`config.mk`:
```
export PLATFORM = sky130hd
export DESIGN_NAME = reduce_max_int
export DESIGN_NICKNAME = d
export VERILOG_FILES = /design/src/rtl/reduce_max_int_pkg.sv /design/src/rtl/reduce_max_int_cmp.sv /design/src/rtl/reduce_max_int.sv
export SDC_FILE = /design/constraint.sdc
export NUM_CORES = 1
export LEC_CHECK = 0
export ABC_CLOCK_PERIOD_IN_PS = 3300
export BUFFER_PORTS_ARGS = -buffer_cell sky130_fd_sc_hd__buf_2
export CELL_PAD_IN_SITES_DETAIL_PLACEMENT = 1
export CELL_PAD_IN_SITES_GLOBAL_PLACEMENT = 1
export CORE_ASPECT_RATIO = 1.5
export CORE_UTILIZATION = 30
export DETAILED_ROUTE_END_ITERATION = 8
export GPL_ROUTABILITY_DRIVEN = 1
export GPL_TIMING_DRIVEN = 0
export PLACE_DENSITY_LB_ADDON = 0.1
export SLEW_MARGIN = 20
export SYNTH_ARGS = -nofsm -noshare
export SYNTH_HDL_FRONTEND = slang
export SYNTH_SLANG_ARGS = --single-unit
```
`constraint.sdc`:
```
create_clock -name clk -period 3.3 [get_ports clk]
set_input_delay 0.495 -clock clk [delete_from_list [all_inputs] [get_ports clk]]
set_output_delay 0.495 -clock clk [all_outputs]
set_load 0.1 [all_outputs]
```
`src/rtl/reduce_max_int_pkg.sv`:
```
// ============================================================================
// Module : reduce_pkg
// Brief  : Shared FSM state type and reduction-mode constants for reduce_max_int.
// Rev    : 1.0  initial release
// ============================================================================
`default_nettype none

package reduce_pkg;

    typedef enum logic [1:0] {
        IDLE  = 2'd0,
        ACCUM = 2'd1,
        DONE  = 2'd2
    } state_t;

    localparam logic MODE_MAX = 1'b0;
    localparam logic MODE_MIN = 1'b1;

endpackage

`default_nettype wire

```
`src/rtl/reduce_max_int_cmp.sv`:
```
// ============================================================================
// Module : cmp_int_nbit
// Brief  : Combinational signed/unsigned magnitude compare, gt = a>b, lt = a<b.
// Rev    : 1.0  initial release
// ============================================================================
`default_nettype none

module cmp_int_nbit #(
    parameter int WIDTH  = 16,
    parameter int SIGNED = 1
) (
    input  logic [WIDTH-1:0] a,
    input  logic [WIDTH-1:0] b,
    output logic             gt,
    output logic             lt
);

    generate
        if (SIGNED != 0) begin : g_signed
            assign gt = $signed(a) > $signed(b);
            assign lt = $signed(a) < $signed(b);
        end else begin : g_unsigned
            assign gt = a > b;
            assign lt = a < b;
        end
    endgenerate

endmodule

`default_nettype wire

```
`src/rtl/reduce_max_int.sv`:
```
// ============================================================================
// Module : reduce_max_int
// Brief  : Streaming max/min reduction over COUNT elements with handshakes.
//          Define REDUCE_MAX_INT_ARGMAX_EN to add the idx register and out_idx.
// Rev    : 1.0  initial release
// ============================================================================
`default_nettype none

module reduce_max_int
    import reduce_pkg::*;
#(
    parameter int WIDTH  = 16,
    parameter int COUNT  = 8,
    parameter int IDX_W  = (COUNT > 1) ? $clog2(COUNT) : 1,
    parameter int SIGNED = 1
) (
    input  logic             clk,
    input  logic             rst_n,
    input  logic             in_valid,
    output logic             in_ready,
    input  logic [WIDTH-1:0] in_data,
    input  logic             in_min,
    output logic             out_valid,
    input  logic             out_ready,
`ifdef REDUCE_MAX_INT_ARGMAX_EN
    output logic [IDX_W-1:0] out_idx,
`endif
    output logic [WIDTH-1:0] out_data
);

    localparam int              CNT_W    = $clog2(COUNT + 1);
    localparam logic [CNT_W-1:0] CNT_LAST = CNT_W'(COUNT - 1);

    state_t           state;
    logic [WIDTH-1:0] acc;
    logic             mode;
    logic [CNT_W-1:0] cnt;
`ifdef REDUCE_MAX_INT_ARGMAX_EN
    logic [IDX_W-1:0] idx;
`endif

    logic cmp_gt;
    logic cmp_lt;
    logic accept;
    logic take;

    cmp_int_nbit #(
        .WIDTH  (WIDTH),
        .SIGNED (SIGNED)
    ) u_cmp (
        .a  (in_data),
        .b  (acc),
        .gt (cmp_gt),
        .lt (cmp_lt)
    );

    assign accept = in_valid && in_ready;
    // Strict compare so ties keep the earliest element.
    assign take   = (mode == MODE_MIN) ? cmp_lt : cmp_gt;

    always_ff @(posedge clk or negedge rst_n) begin
        if (!rst_n) begin
            state     <= IDLE;
            in_ready  <= 1'b0;
            out_valid <= 1'b0;
            acc       <= '0;
            mode      <= MODE_MAX;
            cnt       <= '0;
`ifdef REDUCE_MAX_INT_ARGMAX_EN
            idx       <= '0;
`endif
        end else begin
            case (state)
                IDLE: begin
                    in_ready <= 1'b1;
                    if (accept) begin
                        acc  <= in_data;
                        mode <= in_min;
`ifdef REDUCE_MAX_INT_ARGMAX_EN
                        idx  <= '0;
`endif
                        if (COUNT == 1) begin
                            state     <= DONE;
                            cnt       <= '0;
                            in_ready  <= 1'b0;
                            out_valid <= 1'b1;
                        end else begin
                            state <= ACCUM;
                            cnt   <= CNT_W'(1);
                        end
                    end
                end
                ACCUM: begin
                    if (accept) begin
                        if (take) begin
                            acc <= in_data;
`ifdef REDUCE_MAX_INT_ARGMAX_EN
                            idx <= IDX_W'(cnt);
`endif
                        end
                        if (cnt == CNT_LAST) begin
                            state     <= DONE;
                            cnt       <= '0;
                            in_ready  <= 1'b0;
                            out_valid <= 1'b1;
                        end else begin
                            cnt <= cnt + CNT_W'(1);
                        end
                    end
                end
                DONE: begin
                    if (out_ready) begin
                        state     <= IDLE;
                        out_valid <= 1'b0;
                        in_ready  <= 1'b1;
                    end
                end
                default: begin
                    state     <= IDLE;
                    in_ready  <= 1'b0;
                    out_valid <= 1'b0;
                end
            endcase
        end
    end

    assign out_data = acc;
`ifdef REDUCE_MAX_INT_ARGMAX_EN
    assign out_idx  = idx;
`endif

endmodule

`default_nettype wire

```
==> metrics.csv, run 1 <==
metric;value;unit
status;finished, final reports clean;
arrival;2.94;ns
clk_pin_slew;0.09;ns
cp_top_family;compound AO/OA/AOI/OAI gates;
cts.repair.resized;0;
final_area;1870;µm²
min_path_type;input pin to asynchronous set/reset pin;
fin_crit_sh;84.3;%
crit_type;flop to flop;
synth_nets;181;
grt_max_degree;26;
dr.first_iter.drc_count;13;
synthDistinctLibCells;33;
grt_pass1_vias;1281;
diodes;0;
ys_seq_area_share;40.4;%
slew_headroom;61.1;%
max_stage_delay;0.53;ns
top_level_ports;39;
setup_viol;0;
avgSynthCellArea;10.8;µm²
final_common_cell;buf_2;
core;4890;µm²
postCtsSetupRepairBufs;0;
cts_buffers;3;
fin_hold_ws;0.212;ns
critPathBufInv;2;
grt_pass1_wl;5890;µm
synthesis.area;1550;µm²
synth-async-reset-ratio;100;%
start_kind;flop;
fin_crit;2.78;ns
dpl_cell_area;1820;µm²
critPathRequiredTime;3.46;ns
h-tree-depth;1;
worstPathMaxFanout;10;
ys_warn_count;0;
maxCapViolCount;0;
fin_worst_skew;0.00398;ns
synth_ff_type;dfrtp_1;
cp_num_cells;9;
startpoint;out_data[15]$_DFFE_PN0P_;
r2r_cells;9;
slew_viol_final;0;
crit_chain;inv_1 > ha_1 > nand4_1 > a2111o_1 > nand4b_2 > mux2i_1 > a311oi_4 > buf_12 > mux2_4;
drc;0;
crit_path_end_kind;flop;
rows;31;
fin_ws;0.519;ns
final_layout_size_suffix_gt1_share;35.7;%
cts-root-buf;clkbuf_8;
antenna_left;0;
postCtsHoldBufs;0;
cts_tree;yes;
portBuffers;38;
drt_wl_total;3420;µm
ys_seq_elements;25;
r2r-end;out_data[3]$_DFFE_PN0P_;
grt_usage;14.3;%
worstSkewPairLatency;0.27;ns
place_ws;0.234;ns
cts.sinks;25;
tightest_slew;0.584;ns
final_cell_mix;buf_2, dfrtp_1, inv_1;
dp_hpwl;2730;µm
synthCells;143;
fmaxAchievable;360;MHz
r2r_start;out_data[15]$_DFFE_PN0P_;
overflow;0;
antenna_found_initial;0;
crit_end;out_data[3]$_DFFE_PN0P_;
fin_setup_tns;0;ns
fillers;583;
chipWidth;60.7;µm
vias;1196;
rsz0062_at_grt;no;
nets;224;
clk_path_buf_depth;2;
wl_per_cell;13.6;µm
synth_edf_count;0;
viasPerCell;4.76;
start_util;31.7;%
fp.dieH;90.0;µm
slowest_stage;a311oi_4;
place_congestion;0.722;
drtPass1Iterations;3;
rrSetupSlack;0.52;ns
areaGrowthSynthToFinish;20.5;%
dieArea;5460;µm²
hold_viol;0;
## Yosys cell counts (all sizes together) (2+ instances only)
| cell type | count | share of area (%) |
|---|---|---|
| dfrtp | 25 | 40 |
| inv | 18 | 4.4 |
| mux2 | 18 | 15 |
| ha | 17 | 14 |
| nand2 | 13 | 3.3 |
| nor2 | 9 | 2.2 |
| a21oi | 6 | 1.9 |
| o21ai | 6 | 1.9 |
| nand3 | 5 | 1.6 |
| nand4 | 3 | 1.2 |
| buf | 2 | 1.6 |
| mux2i | 2 | 1.3 |
| o21a | 2 | 0.97 |
## cell type report
cell class	count	area [µm²]	share of cell area, %
plain buffers	3	30.0	1.61
flip-flops and latches	25	626	33.5
inverters	18	67.6	3.62
multi-input cells	97	827	44.3
well taps	66	82.6	4.42
repair buffers	38	190	10.2
clock buffers	4	45.0	2.41
## logic make-up (layout without fill, tap and decap cells)
| group | count (synthesis) | after routing | synth area share, % |
|---|---|---|---|
| AO/OA/AOI/OAI | 24 | 24 | 11.3 |
| adder cells (fa/ha/maj) | 17 | 17 | 13.7 |
| buffers and inverters | 21 | 63 | 6.29 |
| flip-flops | 25 | 25 | 40.4 |
| multiplexers | 20 | 20 | 16.8 |
| AND/OR/NAND/NOR | 36 | 36 | 11.5 |
## sequential cells by signal (all words and copies together), names as in the netlist
name,flops
mode,1
cnt,4
in_ready,1
state,2
out_data,16
out_valid,1
## routing by layer
layer | share of wire, % | track usage (%) | up-vias
li1 | - | - | 586
met1 | 40 | 16.3 | 583
met2 | 56 | 25.8 | 22
met3 | 2.8 | 1.73 | 5
met4 | 1.5 | 5.11 | 0
met5 | 0 | 0 | -
## through the flow
stage               utilization, %  std cells
detailed placement            37.3        247
CTS                           38.2        251
global placement              37.3        247
floorplan                        -        143
global route                  38.2        251
finish                        38.2        251
## worst min path at each step
| stage | from | endpoint | slack, ns |
|---|---|---|---|
| 4_1_cts | rst_n | out_data[6]$_DFFE_PN0P_ | 0.24 |
| 6_report | rst_n | out_data[7]$_DFFE_PN0P_ | 0.21 |
| 3_5_place_dp | cnt[3]$_DFFE_PN0P_ | cnt[3]$_DFFE_PN0P_ | 0.49 |
| 5_1_grt | rst_n | out_data[7]$_DFFE_PN0P_ | 0.26 |
| 3_3_place_gp | cnt[3]$_DFFE_PN0P_ | cnt[3]$_DFFE_PN0P_ | 0.48 |
| 2_1_floorplan | rst_n | cnt[0]$_DFFE_PN0P_ | 0.20 |
## worst register-to-register path: stages (launching register included)
cell and delay [ns]:
dfrtp_1 0.37, inv_1 0.05, ha_1 0.36, nand4_1 0.21
a2111o_1 0.37, nand4b_2 0.11, mux2i_1 0.12, a311oi_4 0.53
buf_12 0.23, mux2_4 0.31
Power of run 1 is left out: the tool's default activity adds up to more than one toggle a clock period on the data nets, which glitch-free logic cannot reach.
==> run 2: changes to the inputs <==
--- a/config.mk
+++ b/config.mk
@@ -5,7 +5,7 @@
 export SDC_FILE = /design/constraint.sdc
 export NUM_CORES = 1
 export LEC_CHECK = 0
-export ABC_CLOCK_PERIOD_IN_PS = 3300
+export ABC_CLOCK_PERIOD_IN_PS = 2300
 export BUFFER_PORTS_ARGS = -buffer_cell sky130_fd_sc_hd__buf_2
 export CELL_PAD_IN_SITES_DETAIL_PLACEMENT = 1
 export CELL_PAD_IN_SITES_GLOBAL_PLACEMENT = 1
==> constraint.sdc (replaced) <==
create_clock -name clk -period 2.3 [get_ports clk]
set_input_delay 0.345 -clock clk [delete_from_list [all_inputs] [get_ports clk]]
set_output_delay 0.345 -clock clk [all_outputs]
set_load 0.1 [all_outputs]
==> metrics.csv, run 2 (synthesized netlist as in run 1, its figures left out) <==
metric;value;unit;change
status;finished with violations;;
violations;setup timing;;
clk_path_buf_depth;2;;unchanged
drt_wl_total;4020;µm;+18%
worstSkewPairLatency;0.27;ns;about the same
viasPerCell;4.86;;+1.9%
drtPass1Iterations;4;;+1
maxCapViolCount;0;;unchanged
areaGrowthSynthToFinish;44.7;%;
dpl_cell_area;1910;µm²;+4.6%
hold_viol;0;;unchanged
cts-root-buf;clkbuf_8;;
slew_viol_final;0;;unchanged
chipWidth;60.7;µm;unchanged
fin_util;45.9;%;+7.7 points
crit_type;flop to flop;;
final_common_cell;buf_2;;
dr.first_iter.drc_count;7;;-6
grt_pass1_wl;6580;µm;+12%
placedCellCount;247;;unchanged
rrSetupSlack;-0.30;ns;-0.82 ns
grt_usage;15.7;%;+1.4 points
start_kind;flop;;
startpoint;out_data[3]$_DFFE_PN0P_;;
cts.sinks;25;;unchanged
tightest_slew;0.627;ns;+0.0434 ns
top_level_ports;39;;unchanged
cts_tree;yes;;
crit_chain;inv_2 > ha_4 > nand2_2 > o21bai_1 > a2111o_1 > nand3_4 > nor2_2 > a311oi_4 > buf_6 > clkbuf_16 > mux2_4;;
fin_worst_skew;0.00261;ns;-0.00137 ns
fin_ws;-0.302;ns;-0.821 ns
rsz0062_at_grt;yes;;
critPathBufInv;3;;+1
grt_pass1_vias;1480;;+16%
start_util;31.7;%;unchanged
drc;0;;unchanged
diodes;0;;unchanged
fin_crit_sh;113;%;+29 points
max_stage_delay;0.46;ns;-0.07 ns
final_area;2240;µm²;+20%
r2r_start;out_data[3]$_DFFE_PN0P_;;
multiInputGateArea;1030;µm²;+24%
fmaxAchievable;384;MHz;+6.9%
wl_per_cell;15.2;µm;+12%
core;4890;µm²;unchanged
fp.dieH;90.0;µm;unchanged
min_path_type;input pin to asynchronous set/reset pin;;
portBuffers;38;;unchanged
dp_hpwl;2780;µm;+1.8%
worstPathMaxFanout;5;;-5
arrival;2.76;ns;-0.18 ns
slew_headroom;58.2;%;-2.9 points
rows;31;;unchanged
h-tree-depth;1;;unchanged
regArea;677;µm²;+8.2%
nets;237;;+5.8%
place_congestion;0.715;;-0.87%
antenna_left;0;;unchanged
clk_pin_slew;0.09;ns;about the same
overflow;0;;unchanged
slowest_stage;a2111o_1;;
antenna_found_initial;0;;unchanged
fin_crit;2.60;ns;-0.179 ns
dieArea;5460;µm²;unchanged
layout.cells.non_filler;264;;+5.2%
grt_max_degree;26;;unchanged
cts_buffers;3;;unchanged
setup_viol;16;;+16
postCtsHoldBufs;0;;unchanged
final_cell_mix;buf_2, mux2_4, dfrtp_4;;
crit_path_end_kind;flop;;
vias;1282;;+7.2%
largest_reg_flops;16;;unchanged
cp_top_family;compound AO/OA/AOI/OAI gates;;
final_layout_size_suffix_gt1_share;60.1;%;+24 points
critPathRequiredTime;2.46;ns;-1.00 ns
fillers;559;;-4.1%
## run 2: cell types whose count changed in the layout (fill, tap and decap cells not counted), sizes merged
cell,before,now
buf,40,52
clkbuf,5,6
## run 2: final cells by class
cell class                 instances  area share [%]
buffer                             3            1.34
clock buffer                       4            2.01
inverter                          18            3.01
multi-input combinational         97            45.8
sequential                        25            30.2
tap                               66            3.68
timing repair buffer              51            13.9
## run 2: through the flow
step                setup TNS, ns  hold slack (ns)  worst slack [ns]
floorplan                   -7.19           0.0494            -0.493
global placement            -8.00            0.383            -0.554
detailed placement          -8.58            0.406            -0.596
CTS                         -4.18            0.101            -0.275
global route                -6.11            0.117            -0.390
finish                      -4.60           0.0804            -0.302
## run 2: worst paths after layout
kind / endpoint / cells past startpoint
max reg2reg: out_data[5]$_DFFE_PN0P_ / 11
min reg2reg: cnt[3]$_DFFE_PN0P_ / 1
min: out_data[7]$_DFFE_PN0P_ / 1
max in group asynchronous: out_data[13]$_DFFE_PN0P_ / 1
max: out_data[5]$_DFFE_PN0P_ / 11
min in group clk: mode$_DFFE_PN0P_ / 2
## run 2: repair_timing
item / in CTS / in global routing
setup endpoints to repair: 16 / 16
resized for setup: 24 / 2
pin swaps: 7 / 2
gates cloned: 0 / 1
setup buffers: 10 / 2
## run 2: metal layers
metal,vias up,share of wire (%),GRT usage (%)
li1,610,-,-
met1,642,36,17.2
met2,24,59,29.4
met3,6,2.9,1.58
met4,0,2.0,5.30
met5,-,0,0
Power of run 2 is left out for the same reason.
==> run 3: changes to the inputs <==
--- a/config.mk
+++ b/config.mk
@@ -14,8 +14,8 @@
 export DETAILED_ROUTE_END_ITERATION = 8
 export GPL_ROUTABILITY_DRIVEN = 1
 export GPL_TIMING_DRIVEN = 0
-export PLACE_DENSITY_LB_ADDON = 0.1
-export SLEW_MARGIN = 20
+export PLACE_DENSITY = 0.75
+export SLEW_MARGIN = 40
 export SYNTH_ARGS = -nofsm -noshare
 export SYNTH_HDL_FRONTEND = slang
 export SYNTH_SLANG_ARGS = --single-unit
==> metrics.csv, run 3 (synthesized netlist as in run 1, its figures left out) <==
metric;value;unit;change
r2r_start;out_data[1]$_DFFE_PN0P_;;
clk_pin_slew;0.09;ns;about the same
fin_ws;-0.333;ns;-0.0308 ns
antenna_found_initial;0;;unchanged
cts.sinks;25;;unchanged
clk_path_buf_depth;2;;unchanged
top_level_ports;39;;unchanged
grt_pass1_vias;1378;;-6.9%
place_ws;-0.559;ns;+0.0369 ns
dr.first_iter.drc_count;13;;+6
slowest_stage;a2111o_1;;
postCtsHoldBufs;0;;unchanged
slew_headroom;59.5;%;+1.3 points
grt_usage;15.6;%;-0.039 points
r2r_cells;11;;unchanged
h-tree-depth;1;;unchanged
violations;setup timing;;
maxCapViolCount;0;;unchanged
placedCellCount;247;;unchanged
final_layout_size_suffix_gt1_share;60.5;%;+0.40 points
min_path_type;input pin to asynchronous set/reset pin;;
wl_per_cell;15.0;µm;-1.2%
worstSkewPairLatency;0.28;ns;about the same
crit_chain;inv_2 > ha_4 > nor2b_4 > o21bai_4 > a2111o_1 > nand4b_4 > mux2i_2 > a311oi_4 > buf_6 > clkbuf_16 > mux2_4;;
rsz0062_at_grt;yes;;
diodes;0;;unchanged
viasPerCell;4.78;;-1.6%
areaGrowthSynthToFinish;45.1;%;
cts-root-buf;clkbuf_8;;
portBuffers;38;;unchanged
max_stage_delay;0.49;ns;+0.03 ns
overflow;0;;unchanged
critPathBufInv;3;;unchanged
hold_viol;0;;unchanged
r2r-end;out_data[4]$_DFFE_PN0P_;;
final_common_cell;buf_2;;
place_congestion;0.732;;+2.4%
drt_wl_total;4000;µm;-0.47%
start_util;31.7;%;unchanged
crit_type;flop to flop;;
drc;0;;unchanged
cts_buffers;3;;unchanged
fillers;560;;+0.18%
fin_crit_sh;114;%;+1.3 points
fmaxAchievable;380;MHz;-1.2%
setup_viol;16;;unchanged
cp_top_family;compound AO/OA/AOI/OAI gates;;
drtPass1Iterations;4;;unchanged
arrival;2.80;ns;+0.04 ns
start_kind;flop;;
core;4890;µm²;unchanged
slew_viol_final;0;;unchanged
cts_tree;yes;;
status;finished with violations;;
chipWidth;60.7;µm;unchanged
antenna_left;0;;unchanged
crit_path_end_kind;flop;;
dieArea;5460;µm²;unchanged
fp.dieH;90.0;µm;unchanged
largest_reg_flops;16;;unchanged
fin_worst_skew;0.00381;ns;+0.00120 ns
vias;1271;;-0.86%
tightest_slew;0.608;ns;-0.0195 ns
fin_util;46.0;%;+0.13 points
final_cell_mix;buf_2, mux2_4, inv_1;;
layout.cells.non_filler;266;;+0.76%
grt_pass1_wl;6380;µm;-3.0%
critPathRequiredTime;2.47;ns;about the same
rows;31;;unchanged
nets;239;;+0.84%
fin_crit;2.63;ns;+0.0308 ns
grt_max_degree;26;;unchanged
rrSetupSlack;-0.33;ns;-0.03 ns
worstPathMaxFanout;5;;unchanged
dp_hpwl;2680;µm;-3.5%
run 3: timing repair:
| item | CTS | global route |
|---|---|---|
| buffers inserted | 9 | 5 |
| cloned | 0 | 1 |
| pin swaps | 6 | 13 |
| setup endpoints to repair | 16 | 16 |
| resized for setup | 14 | 15 |
run 3: per-stage QoR:
stage / hold WS [ns] / instance area [µm²] / setup TNS (ns)
finish: 0.0648 / 2250 / -5.09
global placement: 0.387 / 1910 / -7.40
detailed placement: 0.385 / 1910 / -7.96
floorplan: 0.0494 / 1630 / -7.19
global route: 0.112 / 2250 / -6.32
CTS: 0.0832 / 2110 / -5.39
run 3: per-layer routing:
layer	vias to the layer above	wire, µm	track usage [%]
met1	632	1490	16.7
met5	-	0	0
met4	0	55	5.11
met3	4	115	2.59
met2	22	2340	29.2
li1	613	-	-
run 3: worst register-to-register path, stage by stage (launching register included):
cell and delay, ns:
dfrtp_4 0.42, inv_2 0.05, ha_4 0.26, nor2b_4 0.16, o21bai_4 0.08, a2111o_1 0.49
nand4b_4 0.13, mux2i_2 0.28, a311oi_4 0.05, buf_6 0.16, clkbuf_16 0.15, mux2_4 0.29
run 3: final cells by class:
cell class,instances,area (µm²),share of cell area (%)
repair buffers,53,335,14.9
clock inverters,1,5.00,0.222
well taps,66,82.6,3.67
multi-input cells,97,1010,44.8
flip-flops and latches,25,677,30.1
clock buffers,3,41.3,1.84
plain buffers,3,30.0,1.33
inverters,18,70.1,3.11
run 3: worst max path at each step:
stage                             startpoint                 endpoint  slack (ns)  cells after the start
floorplan            out_data[3]$_DFFE_PN0P_  out_data[0]$_DFFE_PN0P_       -0.49                     10
global placement                 in_data[15]  out_data[0]$_DFFE_PN0P_       -0.52                      9
detailed placement               in_data[15]  out_data[2]$_DFFE_PN0P_       -0.56                      9
CTS                  out_data[1]$_DFFE_PN0P_  out_data[1]$_DFFE_PN0P_       -0.35                     10
global route        out_data[15]$_DFFE_PN0P_  out_data[4]$_DFFE_PN0P_       -0.41                     12
finish               out_data[1]$_DFFE_PN0P_  out_data[4]$_DFFE_PN0P_       -0.33                     11
Power of run 3 is left out for the same reason.
